**src/rtl/pattern_seq_if.sv**
```systemverilog
// Pattern-selection handshake between a controller and the pattern sequencer.
// The requester raises sel_req with a stable sel_pattern and drops it after the one-cycle sel_ack.
interface pattern_seq_if;
    logic       sel_req;
    logic [2:0] sel_pattern;
    logic       sel_ack;

    modport master (output sel_req, output sel_pattern, input sel_ack);
    modport slave  (input sel_req, input sel_pattern, output sel_ack);
endinterface

```
**src/rtl/pattern_seq.sv**
```systemverilog
// Test-pattern sequencer: measures active geometry from vs/de, publishes a locked width/height,
// and selects the pattern code, changing it only at frame ticks (manual request or auto-cycle).
module pattern_seq #(
    parameter int unsigned X_BITS      = 13,
    parameter int unsigned Y_BITS      = 13,
    parameter int unsigned HOLD_FRAMES = 300,
    parameter logic [7:0]  AUTO_MASK   = 8'hFD,
    parameter logic [2:0]  DEF_PATTERN = 3'd0
) (
    input  logic              clk_in,
    input  logic              reset_n,
    input  logic              vs_in,
    input  logic              hs_in,
    input  logic              de_in,
    input  logic              auto_en,
    pattern_seq_if.slave      sel,
    output logic [2:0]        pattern,
    output logic [X_BITS-1:0] width,
    output logic [Y_BITS-1:0] height,
    output logic              geom_valid
);

    localparam int unsigned FW = (HOLD_FRAMES > 1) ? $clog2(HOLD_FRAMES) : 1;
    localparam logic [FW-1:0] FcntLast = FW'(HOLD_FRAMES - 1);

    typedef enum logic [1:0] {StIdle, StAcq, StLock} geom_state_e;

    logic              vs_q, de_q, auto_q;
    logic [X_BITS-1:0] wcnt_q, wcnt_d, line_w_q, line_w_d, w_eff;
    logic [Y_BITS-1:0] lines_q, lines_d;
    logic              bad_q, bad_d;
    logic              ft, line_end, good, same;

    geom_state_e       state_q, state_d;
    logic [X_BITS-1:0] cand_w_q, cand_w_d, width_q, width_d;
    logic [Y_BITS-1:0] cand_h_q, cand_h_d, height_q, height_d;
    logic              valid_q, valid_d;

    logic [2:0]        pattern_q, pattern_d;
    logic [FW-1:0]     fcnt_q, fcnt_d;
    logic              ack_q, ack_d;

    // hs is reserved; measurement relies on de alone.
    logic unused_hs;
    assign unused_hs = hs_in;

    // Next enabled pattern above cur in AUTO_MASK, wrapping; cur itself if none other enabled.
    function automatic logic [2:0] next_pattern(input logic [2:0] cur);
        logic [2:0] idx;
        next_pattern = cur;
        for (int i = 7; i >= 1; i--) begin
            idx = cur + 3'(i);
            if (AUTO_MASK[idx]) next_pattern = idx;
        end
    endfunction

    assign ft       = vs_in & ~vs_q;
    // A frame tick landing inside active video closes that line too.
    assign line_end = (de_q & ~de_in) | (ft & de_in);
    assign w_eff    = (de_in && wcnt_q != '1) ? wcnt_q + 1'b1 : wcnt_q;

    // Per-line DE counting and per-frame line/width consistency tracking.
    always_comb begin
        wcnt_d   = wcnt_q;
        line_w_d = line_w_q;
        lines_d  = lines_q;
        bad_d    = bad_q;
        if (line_end) begin
            wcnt_d = '0;
        end else if (de_in && wcnt_q != '1) begin
            wcnt_d = wcnt_q + 1'b1;
        end
        if (line_end && w_eff != '0) begin
            if (lines_q == '0) begin
                line_w_d = w_eff;
            end else if (w_eff != line_w_q) begin
                bad_d = 1'b1;
            end
            if (lines_q != '1) lines_d = lines_q + 1'b1;
        end
    end

    assign good = !bad_d && (lines_d != '0) && (line_w_d != '0);
    assign same = (line_w_d == cand_w_q) && (lines_d == cand_h_q);

    // Geometry lock FSM, stepped only at frame ticks.
    always_comb begin
        state_d  = state_q;
        cand_w_d = cand_w_q;
        cand_h_d = cand_h_q;
        width_d  = width_q;
        height_d = height_q;
        valid_d  = valid_q;
        if (ft) begin
            unique case (state_q)
                StIdle: begin
                    if (good) begin
                        state_d  = StAcq;
                        cand_w_d = line_w_d;
                        cand_h_d = lines_d;
                    end
                end
                StAcq: begin
                    if (!good) begin
                        state_d = StIdle;
                    end else if (same) begin
                        state_d  = StLock;
                        width_d  = cand_w_q;
                        height_d = cand_h_q;
                        valid_d  = 1'b1;
                    end else begin
                        cand_w_d = line_w_d;
                        cand_h_d = lines_d;
                    end
                end
                StLock: begin
                    if (!(good && same)) begin
                        state_d = StIdle;
                        valid_d = 1'b0;
                    end
                end
                default: state_d = StIdle;
            endcase
        end
    end

    // Pattern selection: manual request beats auto advance; both only at a frame tick.
    always_comb begin
        pattern_d = pattern_q;
        fcnt_d    = fcnt_q;
        ack_d     = 1'b0;
        if (auto_q && !auto_en) fcnt_d = '0;
        if (ft && sel.sel_req && !ack_q) begin
            pattern_d = sel.sel_pattern;
            ack_d     = 1'b1;
            fcnt_d    = '0;
        end else if (ft && auto_en && valid_q) begin
            if (fcnt_q == FcntLast) begin
                pattern_d = next_pattern(pattern_q);
                fcnt_d    = '0;
            end else begin
                fcnt_d = fcnt_q + 1'b1;
            end
        end
    end

    // State registers; measurement accumulators restart at each frame tick.
    always_ff @(posedge clk_in or negedge reset_n) begin
        if (!reset_n) begin
            vs_q      <= 1'b0;
            de_q      <= 1'b0;
            auto_q    <= 1'b0;
            wcnt_q    <= '0;
            line_w_q  <= '0;
            lines_q   <= '0;
            bad_q     <= 1'b0;
            state_q   <= StIdle;
            cand_w_q  <= '0;
            cand_h_q  <= '0;
            width_q   <= '0;
            height_q  <= '0;
            valid_q   <= 1'b0;
            pattern_q <= DEF_PATTERN;
            fcnt_q    <= '0;
            ack_q     <= 1'b0;
        end else begin
            vs_q      <= vs_in;
            de_q      <= de_in;
            auto_q    <= auto_en;
            wcnt_q    <= wcnt_d;
            line_w_q  <= ft ? '0 : line_w_d;
            lines_q   <= ft ? '0 : lines_d;
            bad_q     <= ft ? 1'b0 : bad_d;
            state_q   <= state_d;
            cand_w_q  <= cand_w_d;
            cand_h_q  <= cand_h_d;
            width_q   <= width_d;
            height_q  <= height_d;
            valid_q   <= valid_d;
            pattern_q <= pattern_d;
            fcnt_q    <= fcnt_d;
            ack_q     <= ack_d;
        end
    end

    assign pattern     = pattern_q;
    assign width       = width_q;
    assign height      = height_q;
    assign geom_valid  = valid_q;
    assign sel.sel_ack = ack_q;

endmodule

```
**src/flat_wrapper.sv**
```systemverilog
// flat-port wrapper written by rule: the top's interface ports become plain ports
module pattern_seq_flat 
#(
    parameter int unsigned X_BITS      = 13,
    parameter int unsigned Y_BITS      = 13,
    parameter int unsigned HOLD_FRAMES = 300,
    parameter logic [7:0]  AUTO_MASK   = 8'hFD,
    parameter logic [2:0]  DEF_PATTERN = 3'd0
)
  (clk_in, reset_n, vs_in, hs_in, de_in, auto_en, pattern, width, height, geom_valid, sel_sel_req, sel_sel_pattern, sel_sel_ack);
  pattern_seq_if sel_i ();
  input  logic clk_in;
  input  logic reset_n;
  input  logic vs_in;
  input  logic hs_in;
  input  logic de_in;
  input  logic auto_en;
  output logic [2:0] pattern;
  output logic [X_BITS-1:0] width;
  output logic [Y_BITS-1:0] height;
  output logic geom_valid;
  input wire logic [$bits(sel_i.sel_req)-1:0] sel_sel_req;
  input wire logic [$bits(sel_i.sel_pattern)-1:0] sel_sel_pattern;
  output wire logic [$bits(sel_i.sel_ack)-1:0] sel_sel_ack;
  assign sel_i.sel_req = sel_sel_req;
  assign sel_i.sel_pattern = sel_sel_pattern;
  assign sel_sel_ack = sel_i.sel_ack;
  pattern_seq #(.X_BITS(X_BITS), .Y_BITS(Y_BITS), .HOLD_FRAMES(HOLD_FRAMES), .AUTO_MASK(AUTO_MASK), .DEF_PATTERN(DEF_PATTERN)) u_core (.clk_in(clk_in), .reset_n(reset_n), .vs_in(vs_in), .hs_in(hs_in), .de_in(de_in), .auto_en(auto_en), .sel(sel_i), .pattern(pattern), .width(width), .height(height), .geom_valid(geom_valid));
endmodule
```
**config.mk**
```make
export PLATFORM = sky130hd
export DESIGN_NAME = pattern_seq_flat
export DESIGN_NICKNAME = d
export VERILOG_FILES = /design/src/rtl/pattern_seq_if.sv /design/src/rtl/pattern_seq.sv /design/src/flat_wrapper.sv
export SDC_FILE = /design/constraint.sdc
export NUM_CORES = 1
export LEC_CHECK = 0
export ABC_AREA = 1
export CORE_MARGIN = 5
export CORE_UTILIZATION = 46
export DETAILED_ROUTE_END_ITERATION = 8
export SETUP_SLACK_MARGIN = 0.3
export SYNTH_ARGS = -nofsm -noshare
export SYNTH_HDL_FRONTEND = slang
export SYNTH_SLANG_ARGS = --single-unit
export TNS_END_PERCENT = 30
```
**constraint.sdc**
```tcl
create_clock -name clk_in -period 3.6 [get_ports clk_in]
set_input_delay 0.36 -clock clk_in [delete_from_list [all_inputs] [get_ports clk_in]]
set_output_delay 0.36 -clock clk_in [all_outputs]
set_load 0.005 [all_outputs]
```
==> qor.txt <==
Quantity of hold-fixing buffers added after cts = 0
Area growth from synthesis to layout = 25.6%
Global-route wire length before repair = 29100 um
R2R depth = 24
Number of routed nets with antenna violations = 0
H-tree depth reported by CTS = 3
Via count = 6230
Clk buf depth = 2
Portion of total power attributed to combinational logic = 37.9%
Most common library cell in the layout ignoring fill and taps = sky130_fd_sc_hd__nand2_1
GRT Resource Usage Total = 20.0%
Post-synthesis area per instance = 7.28 um^2
Last weighted congestion value of the routability-driven placer = 0.893
Ratio of routed vias to standard cells = 5.13
Clock share of power = 25.4%
Placeable core region = 14500 um^2
Setup Skew = 0.00522 ns
Area of the mapped netlist = 6810 um^2
Fmax = 0.296 GHz
Commonest non-fill, non-tap cells in the layout = sky130_fd_sc_hd__nand2_1 (256), sky130_fd_sc_hd__inv_1 (113), sky130_fd_sc_hd__dfrtp_1 (109)
Required time reported for the critical path endpoint = 3.85 ns
Maximum number of pins on one net before global-route repair = 57
Number of max-capacitance violations reported = 0
Overall overflow remaining after global route = 0
Hold/Removal Path Class = in2async
DRC violation count after routing = 0
Number of search-and-repair iterations in the first detailed-routing pass = 5
Dominant synthesized flop cell = sky130_fd_sc_hd__dfrtp_1
Worst slew margin = 49.1%
Critical path class = reg2reg
Storage element area = 2780 um^2
Setup Total Neg Slack = 0 ns
PD cells = 515 nW/um^2
Number of inserted filler cells in the final layout = 1378
Fraction of layout cells with a size suffix above 1 = 20.9%
Area after DPL = 7570 um^2
Number of buffers added on ports = 39
Wirelength, routed = 17800 um
CTS tree = done
Mapped Nets = 954
Transition time at the pin with the least slew margin = 0.763 ns
Number of enable flip-flop cells after synthesis = 0
Initial core utilization = 46.9%
Cells after Synth = 935
Yosys Warn Count = 0
Crit-path max FO = 15
Switching Share = 37.7%
Die Y-Extent = 132 um
Kind of start point of the critical path = flip-flop
Final max-slew violation count = 0
Count of inserted antenna diode cells = 0
Sw power = 1660 uW
Number of rows created at floorplan = 44
Final number of setup-violating endpoints = 0
DP Wirelength = 12100 um
Count of state elements after synthesis = 111
Minimum period implied by the final worst setup slack = 3.38 ns
Unrepaired setup endpoints after global routing = true
Full die area = 17300 um^2
DRT iter0 DRCs = 396
Number of I/O pins = 41
Worst R2R Start = u_core.wcnt_q[0]
Clock latency on the worst-skew pair = 0.36 ns
Num CTS Buffers = 9
Count of different cell masters after synthesis = 43
Root buffer selected by CTS = sky130_fd_sc_hd__clkbuf_16
Endpoint class of the critical path = flip-flop
Number of global-route vias before repair = 5948
Number of nets in the final layout = 1045
Wire length per cell = 14.7 um
Arrival time at the worst endpoint = 3.63 ns
Setup slack of the most critical reg-to-reg path = 0.22 ns
Run status = finished, final reports clean
Sequential Power Share = 36.7%
Final Hold Fails = 0
Area taken by multi-input logic gates = 3660 um^2
Reg2reg end = u_core.cand_h_q[1]
Clock tree sinks = 111
Die Wd = 132 um
Initial antenna violation count = 0
Share of the yosys chip area belonging to registers = 40.8%
Share of flip-flops with an asynchronous set or reset after synthesis = 100%
Clock transition at the register clock pins on the worst setup and hold paths after CTS = 0.08 ns
Static leakage power = 0.00418 uW
Cell internal pwr = 2740 uW
Cell area after layout = 8550 um^2
Maximum resistive drop on vdd = 0.294 mV
Fin crit share = 93.8%
## worst max path at each step
stage / from / end / slack (ns) / cells past startpoint
after CTS: u_core.wcnt_q[1] / u_core.cand_w_q[9] / 0.27 / 29
after detailed placement: de_in / u_core.height[5] / 0.04 / 23
after global routing: u_core.wcnt_q[0] / u_core.cand_h_q[1] / 0.003 / 26
after floorplan: u_core.wcnt_q[0] / u_core.height[0] / 0.61 / 24
final: u_core.wcnt_q[0] / u_core.cand_h_q[1] / 0.22 / 24
after global placement: de_in / u_core.height[5] / 0.07 / 23
## sequential cells by signal (all words and copies together), names as in the netlist, 9 cells and up
signal	flops
u_core.fcnt_q	9
u_core.cand_w_q	13
u_core.line_w_q	13
u_core.cand_h_q	13
u_core.height	13
u_core.lines_q	13
u_core.width	13
u_core.wcnt_q	13
## power groups by stage
| stage | clock network [uW] | logic (uW) | registers (uW) |
|---|---|---|---|
| 2_1_floorplan | 0 | 1080 | 1580 |
| 3_3_place_gp | 0 | 1410 | 1630 |
| 3_5_place_dp | 0 | 1430 | 1630 |
| 4_1_cts | 1160 | 1560 | 1610 |
| 5_1_grt | 1200 | 1870 | 1650 |
| 6_report | 1120 | 1670 | 1620 |
## synth_stat cells, types with 2 or more instances
| cell type | n | area, um^2 |
|---|---|---|
| sky130_fd_sc_hd__o211ai_1 | 2 | 15.0 |
| sky130_fd_sc_hd__nand4_1 | 12 | 75.1 |
| sky130_fd_sc_hd__xor2_1 | 13 | 114 |
| sky130_fd_sc_hd__nand4_4 | 2 | 42.5 |
| sky130_fd_sc_hd__nor2_4 | 5 | 56.3 |
| sky130_fd_sc_hd__nand3b_1 | 6 | 45.0 |
| sky130_fd_sc_hd__nand2_4 | 2 | 22.5 |
| sky130_fd_sc_hd__inv_1 | 113 | 424 |
| sky130_fd_sc_hd__nor2_1 | 99 | 372 |
| sky130_fd_sc_hd__dfrtp_1 | 111 | 2780 |
| sky130_fd_sc_hd__buf_2 | 2 | 10.0 |
| sky130_fd_sc_hd__o21ai_2 | 31 | 272 |
| sky130_fd_sc_hd__nand2_1 | 285 | 1070 |
| sky130_fd_sc_hd__nand2_2 | 16 | 100 |
| sky130_fd_sc_hd__a211oi_1 | 2 | 15.0 |
| sky130_fd_sc_hd__nand3_2 | 3 | 30.0 |
| sky130_fd_sc_hd__ha_1 | 9 | 113 |
| sky130_fd_sc_hd__nor4_1 | 6 | 37.5 |
| sky130_fd_sc_hd__buf_1 | 2 | 7.51 |
| sky130_fd_sc_hd__o21ai_0 | 16 | 80.1 |
| sky130_fd_sc_hd__nor3_1 | 20 | 100 |
| sky130_fd_sc_hd__o21a_1 | 5 | 37.5 |
| sky130_fd_sc_hd__o22ai_1 | 5 | 31.3 |
| sky130_fd_sc_hd__a21oi_1 | 12 | 60.1 |
| sky130_fd_sc_hd__buf_6 | 9 | 101 |
| sky130_fd_sc_hd__inv_2 | 3 | 11.3 |
| sky130_fd_sc_hd__nand3_1 | 90 | 450 |
| sky130_fd_sc_hd__clkbuf_1 | 8 | 30.0 |
| sky130_fd_sc_hd__nor2_2 | 7 | 43.8 |
| sky130_fd_sc_hd__o21ai_1 | 21 | 105 |
| sky130_fd_sc_hd__xnor2_1 | 2 | 17.5 |
| sky130_fd_sc_hd__buf_4 | 5 | 37.5 |
## logic make-up (layout without fill, tap and decap cells)
| kind of cell | count (synthesis) | after routing | share of synthesized area (%) |
|---|---|---|---|
| DFF | 111 | 111 | 40.8 |
| AOI/OAI and AO/OA | 100 | 100 | 9.83 |
| xor gates and xnor gates | 15 | 15 | 1.93 |
| buffers and inverters | 143 | 238 | 9.35 |
| and+or+nand+nor | 557 | 558 | 36.5 |
| adders and majority gates | 9 | 9 | 1.65 |
## through the flow
stage	power (uW)	hold slack [ns]	std cells	util (%)	worst slack, ns
2_1_floorplan	2660	0.0644	935	-	0.605
3_3_place_gp	3040	0.464	1165	52.1	0.0724
3_5_place_dp	3060	0.469	1165	52.1	0.0426
4_1_cts	4320	0.0871	1202	56.4	0.265
5_1_grt	4710	0.128	1215	58.8	0.00301
6_report	4410	0.0707	1215	58.8	0.224
## area by class of cell
cell class	instances	share of cell area, %
clock buffer	10	2.79
tap	184	2.69
multi-input combinational	682	42.8
clock inverter	6	1.05
timing repair buffer	106	13.0
sequential	111	32.5
inverter	116	5.12
## worst max-delay path: stages, from the launching register on
cell,delay [ns]
sky130_fd_sc_hd__dfrtp_1,0.43
sky130_fd_sc_hd__ha_4,0.20
sky130_fd_sc_hd__inv_4,0.04
sky130_fd_sc_hd__nor2_4,0.11
sky130_fd_sc_hd__buf_4,0.15
sky130_fd_sc_hd__nand4_4,0.13
sky130_fd_sc_hd__nand2_1,0.09
sky130_fd_sc_hd__nand2_1,0.05
sky130_fd_sc_hd__nand2_1,0.09
sky130_fd_sc_hd__nand3_1,0.14
sky130_fd_sc_hd__nor2_2,0.18
sky130_fd_sc_hd__nand2_4,0.10
sky130_fd_sc_hd__buf_6,0.17
sky130_fd_sc_hd__o211ai_2,0.07
sky130_fd_sc_hd__nand2_1,0.15
sky130_fd_sc_hd__nand2_1,0.09
sky130_fd_sc_hd__nand2_1,0.05
sky130_fd_sc_hd__nor2_1,0.16
sky130_fd_sc_hd__nand3_2,0.11
sky130_fd_sc_hd__nor2_4,0.18
sky130_fd_sc_hd__nand3_2,0.12
sky130_fd_sc_hd__nand3_4,0.11
sky130_fd_sc_hd__buf_12,0.14
sky130_fd_sc_hd__clkbuf_16,0.16
sky130_fd_sc_hd__o21ai_1,0.06
## layer usage
metal | global-route usage [%] | part of all wire, % | vias to the layer above
li1 | - | - | 3168
met1 | 25.8 | 45 | 2944
met2 | 34.5 | 50 | 96
met3 | 3.40 | 3.1 | 22
met4 | 6.00 | 1.7 | 0
met5 | 0 | 0 | -
## repair_timing
action                     CTS  global route
setup buffers               19             9
cloned                       2             4
setup endpoints to repair   55            55
pin swaps                   18            32
resized for setup           22            59
No activity file was read; power rests on OpenSTA's default activity.
